<file path="src/rtl/alu_pkg.sv">
// Shared ALU definitions: datapath widths, opcode encodings and the opcode type.
package alu_pkg;

    localparam int XLEN  = 32;
    localparam int NREGS = 32;
    localparam int AW    = 5;

    typedef logic [3:0] alu_sel_t;

    localparam alu_sel_t ALU_ADD = 4'b0000;
    localparam alu_sel_t ALU_SUB = 4'b0001;
    localparam alu_sel_t ALU_MUL = 4'b0010;
    localparam alu_sel_t ALU_DIV = 4'b0011;
    localparam alu_sel_t ALU_AND = 4'b0100;
    localparam alu_sel_t ALU_OR  = 4'b0101;
    localparam alu_sel_t ALU_NOR = 4'b0110;
    localparam alu_sel_t ALU_SLL = 4'b0111;
    localparam alu_sel_t ALU_SRL = 4'b1000;

endpackage

</file>
<file path="src/rtl/reg_file.sv">
// Integer register file: two combinational read ports, one synchronous write
// port, register 0 hardwired to zero.
// Optional macro OPFETCH_FWD_EN: same-cycle write-to-read bypass on both ports.
module reg_file #(
    parameter int XLEN  = 32,
    parameter int NREGS = 32,
    parameter int AW    = 5
) (
    input  logic            clk,
    input  logic            rst_n,
    input  logic [AW-1:0]   ra_addr,
    input  logic [AW-1:0]   rb_addr,
    output logic [XLEN-1:0] ra_data,
    output logic [XLEN-1:0] rb_data,
    input  logic            wb_en,
    input  logic [AW-1:0]   wb_addr,
    input  logic [XLEN-1:0] wb_data
);

    logic [XLEN-1:0] regs [NREGS];

    // Write port; reset has priority so a write-back during reset is lost.
    // Entry 0 is never written and the read path masks it anyway.
    always_ff @(posedge clk) begin
        if (!rst_n) begin
            for (int i = 0; i < NREGS; i++) regs[i] <= '0;
        end else if (wb_en && wb_addr != '0) begin
            regs[wb_addr] <= wb_data;
        end
    end

`ifdef OPFETCH_FWD_EN
    logic hit_a, hit_b;

    // A write landing this edge is returned to a reader in the same cycle.
    always_comb begin
        hit_a = wb_en && (wb_addr != '0) && (wb_addr == ra_addr);
        hit_b = wb_en && (wb_addr != '0) && (wb_addr == rb_addr);
    end

    // Read ports with bypass; r0 always reads zero.
    always_comb begin
        ra_data = '0;
        rb_data = '0;
        if (ra_addr != '0) ra_data = hit_a ? wb_data : regs[ra_addr];
        if (rb_addr != '0) rb_data = hit_b ? wb_data : regs[rb_addr];
    end
`else
    // Read ports return the stored value; a same-cycle write shows up next cycle.
    always_comb begin
        ra_data = '0;
        rb_data = '0;
        if (ra_addr != '0) ra_data = regs[ra_addr];
        if (rb_addr != '0) rb_data = regs[rb_addr];
    end
`endif

endmodule

</file>
<file path="src/rtl/operand_fetch_stage.sv">
// Operand fetch: reads rs/rt from the register file, picks register or
// extended immediate for b, and holds a/b/alu_sel in a one-entry buffer
// with a valid/ready handshake toward the ALU.
// Optional macro OPFETCH_FWD_EN: same-cycle write-back bypass into the read.
module operand_fetch_stage
    import alu_pkg::*;
#(
    parameter int XLEN  = alu_pkg::XLEN,
    parameter int NREGS = alu_pkg::NREGS,
    parameter int AW    = alu_pkg::AW
) (
    input  logic            clk,
    input  logic            rst_n,
    input  logic            in_valid,
    output logic            in_ready,
    input  logic [AW-1:0]   rs_addr,
    input  logic [AW-1:0]   rt_addr,
    input  logic [15:0]     imm,
    input  logic            use_imm,
    input  logic            sign_ext,
    input  alu_sel_t        alu_sel_in,
    input  logic            wb_en,
    input  logic [AW-1:0]   wb_addr,
    input  logic [XLEN-1:0] wb_data,
    output logic            out_valid,
    input  logic            out_ready,
    output logic [XLEN-1:0] a,
    output logic [XLEN-1:0] b,
    output alu_sel_t        alu_sel
);

    logic [XLEN-1:0] rs_data, rt_data;
    logic [XLEN-1:0] imm_ext;
    logic [XLEN-1:0] b_next;
    logic            accept;

    reg_file #(
        .XLEN  (XLEN),
        .NREGS (NREGS),
        .AW    (AW)
    ) u_rf (
        .clk     (clk),
        .rst_n   (rst_n),
        .ra_addr (rs_addr),
        .rb_addr (rt_addr),
        .ra_data (rs_data),
        .rb_data (rt_data),
        .wb_en   (wb_en),
        .wb_addr (wb_addr),
        .wb_data (wb_data)
    );

    // Handshake and operand-b selection; the buffer frees up when drained.
    always_comb begin
        in_ready = !out_valid || out_ready;
        accept   = in_valid && in_ready;
        imm_ext  = sign_ext ? {{(XLEN-16){imm[15]}}, imm} : {{(XLEN-16){1'b0}}, imm};
        b_next   = use_imm ? imm_ext : rt_data;
    end

    // One-entry buffer: load on accept, drop valid on a bare consume, else hold.
    always_ff @(posedge clk) begin
        if (!rst_n) begin
            out_valid <= 1'b0;
            a         <= '0;
            b         <= '0;
            alu_sel   <= ALU_ADD;
        end else if (accept) begin
            out_valid <= 1'b1;
            a         <= rs_data;
            b         <= b_next;
            alu_sel   <= alu_sel_in;
        end else if (out_ready) begin
            out_valid <= 1'b0;
        end
    end

endmodule
</file>
<file path="config.mk">
export PLATFORM = sky130hd
export DESIGN_NAME = operand_fetch_stage
export DESIGN_NICKNAME = d
export VERILOG_FILES = /design/src/rtl/alu_pkg.sv /design/src/rtl/reg_file.sv /design/src/rtl/operand_fetch_stage.sv
export SDC_FILE = /design/constraint.sdc
export NUM_CORES = 2
export LEC_CHECK = 0
export ABC_CLOCK_PERIOD_IN_PS = 4700
export BUFFER_PORTS_ARGS = -buffer_cell sky130_fd_sc_hd__buf_2
export CAP_MARGIN = 25
export CORE_MARGIN = 2
export CORE_UTILIZATION = 35
export CTS_BUF_LIST = sky130_fd_sc_hd__clkbuf_8 sky130_fd_sc_hd__clkbuf_16
export DETAILED_ROUTE_END_ITERATION = 8
export PLACE_DENSITY = 0.57
export REMOVE_ABC_BUFFERS = 1
export SYNTH_ARGS = -nofsm -noshare
export SYNTH_HDL_FRONTEND = slang
export SYNTH_SLANG_ARGS = --single-unit
</file>
<file path="constraint.sdc">
create_clock -name clk -period 4.7 [get_ports clk]
set_input_delay 0.47 -clock clk [delete_from_list [all_inputs] [get_ports clk]]
set_output_delay 0.47 -clock clk [all_outputs]
set_load 0.02 [all_outputs]
</file>
==> impl_metrics.tcl <==
set metrics [dict create \
    area_delta_synth_final_pct 13.46 \
    cts_buffers 114 \
    tightest_slew_ns 1.128 \
    grt_usage_pct 24.86 \
    grt_overflow_total 0 \
    cts-htree-levels 3 \
    switchingPower_mw 6.270 \
    cts_buffer_depth 3 \
    path_clk_slew_ns 0.06 \
    routed_wl_mm 210.6 \
    most-common-layout-cells "edfxtp_1, and2_1, mux4_2, mux2i_1, buf_4" \
    yosysWarnings 0 \
    critPathCaptureType "register" \
    hold_violations 0 \
    ant_nets 0 \
    final_layout_size_suffix_gt1_share_pct 23.67 \
    ios 144 \
    gp_congestion 0.9105 \
    antenna_found_initial 16 \
    synth_seq_cells 1093 \
    cts_sinks 1093 \
    use_met2_pct 38.63 \
    yosys_most_used_dff "edfxtp_1" \
    period_minus_slack_ns 2.949 \
    dp_hpwl_mm 135.3 \
    fin_crit_sh_pct 62.75 \
    crit_type "reg2reg" \
    ctsResizeCount 0 \
    setup_viol_count_final 0 \
    drt_pass1_iterations 6 \
    cts_root_buf "clkbuf_16" \
    slew_violations 0 \
    grt_max_degree 85 \
    die_h_um 407.5 \
    fp.coreArea_mm2 0.1622 \
    postSynthAreaPerCell_um2 14.31 \
    cp-start-kind "register" \
    first_iter_violations 5164 \
    async_flop_share_pct 0 \
    netSwitchingFraction_pct 26.53 \
    p_clk_share_pct 39.1 \
    dieArea_mm2 0.1661 \
    clk_latency_ns 0.77 \
    critical_path_required_ns 5.39 \
    vias_per_cell 6.003 \
    hold_class "in2reg" \
    start_util_pct 35.13 \
    p_int_mw 17.36 \
    final-seq-area_mm2 0.03213 \
    synth_cell_types 54 \
    grt_pass1_vias 37196 \
    synth_edf_count 1024 \
    die_w_um 407.5 \
    grt-busiest-layer "met2" \
    holdWs_ns 0.08830 \
    vdd_drop_max_uv 350.3 \
    cp_max_fo 15 \
    portBuffers 143 \
    maxCapViolCount 0 \
    power_density_mw_per_mm2 365.5 \
    met1_usage_pct 33.71 \
    layout_commonest_cell "edfxtp_1" \
    rsz0062_at_grt "no" \
    finalNetCount 4092 \
    synth_seq_area_share_pct 56.39 \
    slew_headroom_pct 24.77 \
    avgRoutedWirePerCell_um 33.41 \
    synth_cells 3983 \
    seqPwrFrac_pct 49.0 \
    drc 0 \
    multi_input_area_mm2 0.02359 \
    status "finished clean" \
    grt_use_met3_pct 5.855 \
    via_count 37835 \
    finClkSkew_ns 0.03527 \
    rows 148 \
    cp.arrival_ns 3.64 \
    max_freq_mhz 339.1 \
    power_frac_comb_pct 12.0 \
    synth_area_mm2 0.05698 \
    fin_tns_setup_ns 0 \
    cts_tree "yes" \
    num-fill-cells 14952 \
    p_leak_nw 22.46 \
    grt_first_pass_wirelength_mm 293.3 \
]
metrics by stage:
step / power (mW) / utilization [%] / instances / setup WS, ns / cell area (µm²)
floorplan: 12.96 / - / 3588 / 0.8998 / 55110
global placement: 14.51 / 37.47 / 6069 / 0.6815 / 60770
detailed placement: 14.54 / 37.50 / 6073 / 1.131 / 60840
CTS: 23.63 / 39.84 / 6294 / 1.865 / 64630
global route: 24.18 / 39.84 / 6295 / 1.698 / 64630
finish: 23.63 / 39.85 / 6303 / 1.751 / 64650
critical path: stages, from the launching register on:
cell	delay [ns]
dfxtp_1	0.31
nand2b_1	0.39
nand2_1	0.42
buf_4	0.30
or3_1	0.77
buf_4	0.36
a221oi_1	0.22
a21o_1	0.11
path summary, 6_finish.rpt:
| check | to | depth (start not counted) | start | slack [ns] |
|---|---|---|---|---|
| max | a[10] | 7 | out_valid | 1.75 |
| min reg2reg | alu_sel[1] | 2 | alu_sel[1] | 0.46 |
| min | b[12] | 4 | imm[12] | 0.09 |
| max reg2reg | a[10] | 7 | out_valid | 1.75 |
metal layers:
| layer | up-vias | wire length [µm] |
|---|---|---|
| met5 | - | 45 |
| met4 | 6 | 8967 |
| met3 | 366 | 21950 |
| met2 | 2409 | 95960 |
| met1 | 19663 | 83680 |
| li1 | 15391 | - |
sequential cells by signal, summed over array words and instances (netlist names):
signal / flops
b: 32
u_rf.regs: 1024
a: 32
out_valid: 1
alu_sel: 4
what timing repair did:
item / 4_1_cts / 5_1_grt
hold endpoints to repair: 4 / 0
setup buffers: 0 / 0
hold buffers: 4 / 0
cells in the mapped netlist (all sizes together) (4+ instances only):
cell	count	share of area, %
a2111oi	17	0.26
a211o	9	0.14
a211oi	111	1.5
a21o	5	0.066
a21oi	59	0.52
a221oi	29	0.45
a22o	42	0.65
a22oi	32	0.42
a31oi	11	0.12
a32oi	5	0.077
a41oi	14	0.22
and2	1007	11
buf	127	1.5
clkbuf	299	2.0
dfxtp	69	2.4
edfxtp	1024	54
inv	4	0.026
mux2	36	0.71
mux2i	265	4.7
mux4	376	15
nand2	53	0.35
nand2b	7	0.077
nand3	7	0.061
nand4	9	0.099
nor2	66	0.43
nor2b	40	0.44
nor3	9	0.079
nor4	11	0.12
o2111ai	4	0.061
o21ai	83	0.73
o221ai	35	0.54
o22ai	59	0.65
o31ai	9	0.14
or3	28	0.31
or3b	4	0.061
cell families (layout without fill, tap and decap cells):
kind of cell | after synthesis | count (layout) | share of synthesized area, %
compound gates | 536 | 536 | 6.701
buf+inv | 430 | 535 | 3.524
flops | 1093 | 1093 | 56.39
mux | 677 | 677 | 20.23
other cells | 1 | 41 | 0.006581
simple gates | 1246 | 1246 | 13.15
layout make-up:
cell class	instances	area share, %
flip-flops and latches	1093	49.70
clock buffers	118	4.498
diodes	9	0.03484
clock inverters	99	1.302
repair buffers	314	3.745
well taps	2175	4.209
multi-input cells	2491	36.49
inverters	4	0.02322
power by group through the flow:
stage / clock network [mW] / logic [mW] / registers [mW]
after floorplan: 0 / 1.29 / 11.7
after global placement: 0 / 2.78 / 11.7
after detailed placement: 0 / 2.79 / 11.7
after CTS: 9.28 / 2.80 / 11.6
after global routing: 9.65 / 2.92 / 11.6
final: 9.24 / 2.83 / 11.6
(Power assumes the default switching activity.)
